<file path="src/rtl/seq_scan_ctrl.sv">
// rtl/seq_scan_ctrl.sv - frame sequencer that serializes words into a sequence detector and counts hits
module seq_scan_ctrl #(
    parameter int WORD_W  = 8,
    parameter int CNT_W   = 8,
    parameter int DET_LAT = 1
) (
    input  logic              clk,
    input  logic              rst_n,
    input  logic              in_valid,
    input  logic [WORD_W-1:0] in_data,
    input  logic              in_last,
    output logic              in_ready,
    output logic              det_data,
    output logic              det_rst_n,
    input  logic              det_signal,
    output logic              out_valid,
    input  logic              out_ready,
    output logic [CNT_W-1:0]  match_cnt,
    output logic              match_sat,
    output logic              busy
);

    localparam int BW = (WORD_W > 1) ? $clog2(WORD_W) : 1;
    localparam logic [BW-1:0] BMAX = BW'(WORD_W - 1);

    typedef enum logic [2:0] {IDLE, SHIFT, DRAIN, DONE, CLEAR} state_t;

    state_t             state;
    logic [WORD_W-1:0]  shreg;
    logic [BW-1:0]      bitcnt;
    logic               last;
    logic [DET_LAT-1:0] vpipe;
    logic [2:0]         drain_cnt;
    logic               in_hs;
    logic               hit;

    assign in_hs    = in_valid & in_ready;
    assign hit      = vpipe[DET_LAT-1] & det_signal;
    assign det_data = (state == SHIFT) & shreg[WORD_W-1];
    assign busy     = (state != IDLE);

    // in_ready is registered, so each branch sets the value for the state it enters
    always_ff @(posedge clk) begin
        if (!rst_n) begin
            state     <= IDLE;
            shreg     <= '0;
            bitcnt    <= '0;
            last      <= 1'b0;
            vpipe     <= '0;
            drain_cnt <= '0;
            match_cnt <= '0;
            match_sat <= 1'b0;
            det_rst_n <= 1'b0;
            out_valid <= 1'b0;
            in_ready  <= 1'b0;
        end else begin
            det_rst_n <= 1'b1;
            vpipe     <= (vpipe << 1) | DET_LAT'(state == SHIFT);

            if (hit) begin
                if (&match_cnt) begin
                    match_sat <= 1'b1;
                end else begin
                    match_cnt <= match_cnt + CNT_W'(1);
                end
            end

            case (state)
                IDLE: begin
                    in_ready <= 1'b1;
                    if (in_hs) begin
                        shreg    <= in_data;
                        last     <= in_last;
                        bitcnt   <= BMAX;
                        in_ready <= 1'b0;
                        state    <= SHIFT;
                    end
                end
                SHIFT: begin
                    shreg    <= shreg << 1;
                    bitcnt   <= bitcnt - BW'(1);
                    in_ready <= 1'b0;
                    if (bitcnt == BW'(1)) begin
                        in_ready <= !last;
                    end
                    if (bitcnt == '0) begin
                        if (last) begin
                            drain_cnt <= 3'(DET_LAT - 1);
                            state     <= DRAIN;
                        end else if (in_hs) begin
                            shreg  <= in_data;
                            last   <= in_last;
                            bitcnt <= BMAX;
                        end else begin
                            // detector state is kept across the gap
                            in_ready <= 1'b1;
                            state    <= IDLE;
                        end
                    end
                end
                DRAIN: begin
                    if (drain_cnt == '0) begin
                        out_valid <= 1'b1;
                        state     <= DONE;
                    end else begin
                        drain_cnt <= drain_cnt - 3'd1;
                    end
                end
                DONE: begin
                    if (out_ready) begin
                        out_valid <= 1'b0;
                        det_rst_n <= 1'b0;
                        state     <= CLEAR;
                    end
                end
                CLEAR: begin
                    match_cnt <= '0;
                    match_sat <= 1'b0;
                    in_ready  <= 1'b1;
                    state     <= IDLE;
                end
                default: begin
                    state <= IDLE;
                end
            endcase
        end
    end

endmodule

</file>
<file path="config.mk">
export PLATFORM = sky130hd
export DESIGN_NAME = seq_scan_ctrl
export DESIGN_NICKNAME = d
export VERILOG_FILES = /design/src/rtl/seq_scan_ctrl.sv
export SDC_FILE = /design/constraint.sdc
export NUM_CORES = 1
export LEC_CHECK = 0
export ABC_CLOCK_PERIOD_IN_PS = 4250
export BUFFER_PORTS_ARGS = -buffer_cell sky130_fd_sc_hd__buf_2
export CAP_MARGIN = 20
export CORE_ASPECT_RATIO = 1.5
export CORE_MARGIN = 4
export CORE_UTILIZATION = 50
export DETAILED_ROUTE_END_ITERATION = 10
export GPL_TIMING_DRIVEN = 0
export PLACE_DENSITY = 0.84
export SLEW_MARGIN = 20
export SYNTH_ARGS = -nofsm -noshare
export SYNTH_HDL_FRONTEND = slang
export SYNTH_SLANG_ARGS = --single-unit
</file>
<file path="constraint.sdc">
create_clock -name clk -period 4.25 [get_ports clk]
set_input_delay 0.85 -clock clk [delete_from_list [all_inputs] [get_ports clk]]
set_output_delay 0.85 -clock clk [all_outputs]
set_load 0.02 [all_outputs]
</file>
### Word level (Yosys, flattened, before mapping)

Cells that the tools add are included.

* output and inout port bits: 14
* logic and storage cells: 86
* bits of input ports: 14
* register bits: 31

* reduce and logical (&&, ||, !) cells: 18
* multiplexer cells: 37
* $add $sub $neg: 3
* equality and inequality tests: 12
* bitwise logic cells: 5

Operator list (number)
* $mux 3: 13
* $mux 8: 4
* $pmux 8 s2: 1
* $mux 1: 13
* $pmux 3 s2: 2
* $pmux 3 s4: 1
* $ne 2x2->1 const B: 5
* $logic_not 3->1: 3
* $reduce_and 9->1: 1
* $add 8x1->8 const B: 1
* $reduce_and 8->1: 1
* $eq 3x1->1 const B: 2
* $eq 3x2->1 const B: 2
* $reduce_and 3->1: 2
* $reduce_bool 2->1: 3
* $reduce_bool 3->1: 2
* $sub 3x1->3 const B: 2
* $reduce_and 5->1: 1
* $pmux 1 s2: 2
* $reduce_and 2->1: 2
* $reduce_and 4->1: 1
* $and 1x1->1: 3
* $eq 3x3->1 const B: 1
* $ne 3x3->1 const B: 1
* other kinds (5): 6

### Depth between registers and ports, before layout

* depth in word-level cells: 6
* gate-level depth with buffers: 7
* depth with buffers taken out: 6

### Worst setup path before layout

Ideal clock, no wire load.

* path kind: register -> output
* start: register state[2]
* end: output port det_data
* required time: 3.400 ns
* cell stages (with the launch flop): 4
* slack: 2.394 ns
* arrival: 1.006 ns
* path through: dfxtp_1 > buf_6 > nor3b_1 > and2_1

* cells in the longest elaborated chain, start to end: 2

RTL lines
* start: declaration: RTL line 28 `state_t state;`
* start signal: assignment: RTL line 45 `state <= IDLE;`
* start signal: assignment: RTL line 76 `state <= SHIFT;`
* start signal: assignment: RTL line 89 `state <= DRAIN;`
* $eq 3x1->1: RTL line 39 `assign det_data = (state == SHIFT) & shreg[WORD_W-1];`
* $and 1x1->1: RTL line 39
* end: declaration: RTL line 13 `output logic det_data,`

Every way passes these cells.

### Worst setup path in the final report

* start: register state[0]
* end: output port det_data

Same word-level chain as after synthesis.

==> impl_metrics.prom <==
# TYPE chip_impl_metric gauge
chip_impl_info{name="run_status",value="complete, no violations"} 1
chip_impl_metric{name="insertedDiodeCount",unit=""} 0
chip_impl_metric{name="routed-via-count",unit=""} 1427
chip_impl_info{name="layout.cells.most_common",value="dfxtp_1"} 1
chip_impl_metric{name="fin_crit_sh",unit="%"} 56.2
chip_impl_metric{name="cts-resized-gates",unit=""} 0
chip_impl_metric{name="die-area",unit="sq mm"} 0.00403
chip_impl_metric{name="timing.max_cap.violations",unit=""} 0
chip_impl_metric{name="count_of_unresolved_drc_violations_after_routing",unit=""} 0
chip_impl_metric{name="worst-path-max-fanout",unit=""} 7
chip_impl_metric{name="die_x",unit="microns"} 53.2
chip_impl_metric{name="number_of_synthesized_flops_with_an_enable_pin",unit=""} 0
chip_impl_metric{name="detail-route-antenna-nets",unit=""} 0
chip_impl_metric{name="final.setup_skew",unit="ps"} 7.56
chip_impl_info{name="critPathLaunchType",value="flip-flop"} 1
chip_impl_metric{name="number_of_nets_at_the_end_of_the_flow",unit=""} 237
chip_impl_metric{name="wl_per_cell",unit="microns"} 13.2
chip_impl_metric{name="cts_inserted_buffers",unit=""} 5
chip_impl_metric{name="wire_length_of_the_first_global_routing_pass",unit="microns"} 5600
chip_impl_info{name="timing.critical_path.to_type",value="output port"} 1
chip_impl_metric{name="vias_per_cell",unit=""} 5.55
chip_impl_metric{name="yosys.area.top_type_share",unit="%"} 40.5
chip_impl_metric{name="io_buffer_count",unit=""} 26
chip_impl_info{name="path_cells",value="nor3b_1 > and2_1 > buf_2"} 1
chip_impl_metric{name="placed_cell_area",unit="sq mm"} 0.00171
chip_impl_metric{name="fin_hold_ws",unit="ps"} 463
chip_impl_metric{name="internal-power",unit="W"} 0.000527
chip_impl_metric{name="drt_pass1_iterations",unit=""} 4
chip_impl_metric{name="number_of_distinct_library_cells_after_synthesis",unit=""} 42
chip_impl_metric{name="worst_ir_drop_vdd",unit="mV"} 0.301
chip_impl_metric{name="clockPowerShare",unit="%"} 40.1
chip_impl_metric{name="slew_viol_final",unit=""} 0
chip_impl_metric{name="dpl.hpwl",unit="microns"} 2410
chip_impl_metric{name="antenna_found_initial",unit=""} 0
chip_impl_metric{name="cts.clk_slew.worst_paths",unit="ps"} 70
chip_impl_info{name="cts_tree",value="built"} 1
chip_impl_metric{name="cp.arrival",unit="ps"} 1540
chip_impl_metric{name="synthToLayoutAreaGrowth",unit="%"} 19.0
chip_impl_metric{name="layout-drive-gt1-share",unit="%"} 17.4
chip_impl_metric{name="post-route-min-period",unit="ps"} 2390
chip_impl_metric{name="cellLeakagePower",unit="nW"} 0.746
chip_impl_metric{name="yosys_warnings",unit=""} 0
chip_impl_info{name="layout_common_cells",value="dfxtp_1, buf_2, a21oi_1"} 1
chip_impl_metric{name="setup_violations",unit=""} 0
chip_impl_metric{name="postSynthNetCount",unit=""} 204
chip_impl_metric{name="combinational_cell_fraction_of_total_power",unit="%"} 15.1
chip_impl_metric{name="cts.hold.buffers_added",unit=""} 0
chip_impl_metric{name="gr-total-overflow",unit=""} 0
chip_impl_metric{name="coreArea",unit="sq mm"} 0.00291
chip_impl_info{name="synth_area_leaders",value="dfxtp_1, a21oi_1, o21ai_0"} 1
chip_impl_metric{name="maxSlewHeadroom",unit="%"} 50.0
chip_impl_metric{name="cts-htree-levels",unit=""} 2
chip_impl_metric{name="routed_wirelength",unit="microns"} 3400
chip_impl_info{name="cts-root-buf",value="clkbuf_8"} 1
chip_impl_metric{name="row_count",unit=""} 24
chip_impl_metric{name="synth-seq-area-share",unit="%"} 40.5
chip_impl_metric{name="share_seq_of_total_power",unit="%"} 44.8
chip_impl_metric{name="fin_tns_setup",unit="ps"} 0
chip_impl_metric{name="synth_area_per_cell",unit="sq um"} 8.33
chip_impl_metric{name="critPathMaxStageDelay",unit="ps"} 470
chip_impl_metric{name="cts_sinks",unit=""} 31
chip_impl_metric{name="netSwitchingPower",unit="W"} 0.000195
chip_impl_metric{name="ffs_latches_synth",unit=""} 31
chip_impl_metric{name="power.share.switching",unit="%"} 27.0
chip_impl_metric{name="max-clock-path-buffers",unit=""} 2
chip_impl_metric{name="post-route-cell-area",unit="sq mm"} 0.00182
chip_impl_metric{name="timing.final.hold_violations",unit=""} 0
chip_impl_info{name="worst_path_max_delay_cell",value="nor3b_1"} 1
chip_impl_metric{name="floorplan.initialDensity",unit="%"} 52.6
chip_impl_metric{name="gpl.final_weighted_congestion",unit=""} 0.918
chip_impl_metric{name="chipHeight",unit="microns"} 75.8
chip_impl_metric{name="postSynthCellCount",unit=""} 184
chip_impl_metric{name="clock_insertion_delay_worst_skew",unit="ps"} 290
chip_impl_metric{name="area_of_the_mapped_netlist",unit="sq mm"} 0.00153
chip_impl_metric{name="globalRouteTotalUtil",unit="%"} 19.1
chip_impl_info{name="grt_setup_unrepaired",value="false"} 1
chip_impl_metric{name="post_cts.repair.setup_buffers",unit=""} 0
chip_impl_metric{name="vias_in_the_first_global_route",unit=""} 1314
chip_impl_metric{name="worst_pin_slew",unit="ps"} 745
chip_impl_info{name="synth_largest_area_cell",value="dfxtp_1"} 1
chip_impl_info{name="synth_flop_cell",value="dfxtp_1"} 1
chip_impl_info{name="path_class",value="flip-flop to output port"} 1
chip_impl_metric{name="fillers",unit=""} 285
chip_impl_metric{name="ios",unit=""} 28
chip_impl_metric{name="postSynth.asyncResetShare",unit="%"} 0
chip_impl_metric{name="clock.fmax",unit="GHz"} 0.418
chip_impl_info{name="min_path_type",value="flip-flop to flip-flop"} 1
chip_impl_metric{name="post-route-util",unit="%"} 62.6
chip_impl_metric{name="drt_first_iter_violations",unit=""} 48
chip_impl_metric{name="worst_ep_required_time",unit="ps"} 3400
chip_impl_metric{name="power-per-cell-area",unit="mW/mm^2"} 396
chip_impl_metric{name="grt_start_max_net_pins",unit=""} 12
cell families (layout without fill, tap and decap cells):
group | Yosys count | in the layout | synth area share (%)
DFF | 31 | 31 | 40.5
AOI/OAI and AO/OA | 67 | 67 | 26.5
xor gates and xnor gates | 3 | 3 | 1.71
and+or+nand+nor | 58 | 58 | 19.8
buffers and inverters | 16 | 50 | 4.57
adders and majority gates | 6 | 6 | 4.90
muxes | 3 | 3 | 1.96
power groups by stage:
stage	Sequential [W]	Combinational, W	Clock, W
after global placement	0.000329	0.000105	0
after global routing	0.000325	0.000123	0.000308
final	0.000324	0.000109	0.000289
after CTS	0.000323	0.000109	0.000298
after floorplan	0.000330	0.0000752	0
after detailed placement	0.000330	0.000108	0
path summary, 6_finish.rpt:
check	start	end	slack, ps	cells past startpoint
hold / removal	shreg[0]$_SDFFE_PN0P_	shreg[0]$_SDFFE_PN0P_	460	2
setup reg to reg	bitcnt[0]$_SDFFE_PN0P_	bitcnt[0]$_SDFFE_PN0P_	2420	6
hold reg to reg	shreg[0]$_SDFFE_PN0P_	shreg[0]$_SDFFE_PN0P_	460	2
setup / recovery	state[0]$_SDFFE_PN0P_	det_data	1860	3
Yosys cell counts, types with 2 or more instances:
master and instances:
a21oi_1 22, and3_1 4, nand3_1 5, nand2b_1 3, dfxtp_1 31, buf_2 2
a311oi_1 2, a211o_1 2, ha_1 6, nor3b_1 2, nor3_1 4, and2_1 2
a2bb2oi_1 2, xnor2_1 3, and3b_1 2, nand4_1 2, clkbuf_1 5, mux2i_1 3
a31oi_1 5, nor2b_1 4, inv_1 8, nand2_1 12, nor2_1 13, a211oi_1 3
o21ai_0 20
layer usage:
metal | track usage [%] | vias to the layer above | part of all wire, %
met5 | 0 | - | 0
met4 | 9.66 | 0 | 2.1
met3 | 6.26 | 7 | 5.1
met2 | 34.0 | 30 | 52
met1 | 19.6 | 659 | 40
li1 | - | 731 | -
through the flow:
stage,std cells,worst slack (ps),total power (W)
floorplan,184,2390,0.000406
global placement,249,2170,0.000434
detailed placement,249,2180,0.000437
CTS,257,1840,0.000731
global route,257,1780,0.000757
finish,257,1860,0.000722
flip-flops by register name, indices dropped and copies added, names as in the netlist:
| name | count |
|---|---|
| shreg | 8 |
| last | 1 |
| vpipe | 1 |
| out_valid | 1 |
| bitcnt | 3 |
| match_cnt | 8 |
| drain_cnt | 3 |
| state | 3 |
| match_sat | 1 |
| in_ready | 1 |
| det_rst_n | 1 |
layout make-up:
type	instances	area (sq um)	area share, %
Clock inverter	3	43.8	2.40
Multi-Input combinational cell	137	842	46.2
Sequential cell	31	621	34.0
Tap cell	39	48.8	2.67
Clock buffer	5	68.8	3.77
Timing Repair Buffer	26	130	7.13
Buffer	8	40.0	2.19
Inverter	8	30.0	1.65
critical path: cells and delay by family (launching register included):
| family | cells | cell delay (ps) |
|---|---|---|
| DFF | 1 | 420 |
| and+or+nand+nor | 2 | 670 |
| buffers and inverters | 1 | 160 |
Note: power is estimated with default switching activity, not from simulation.
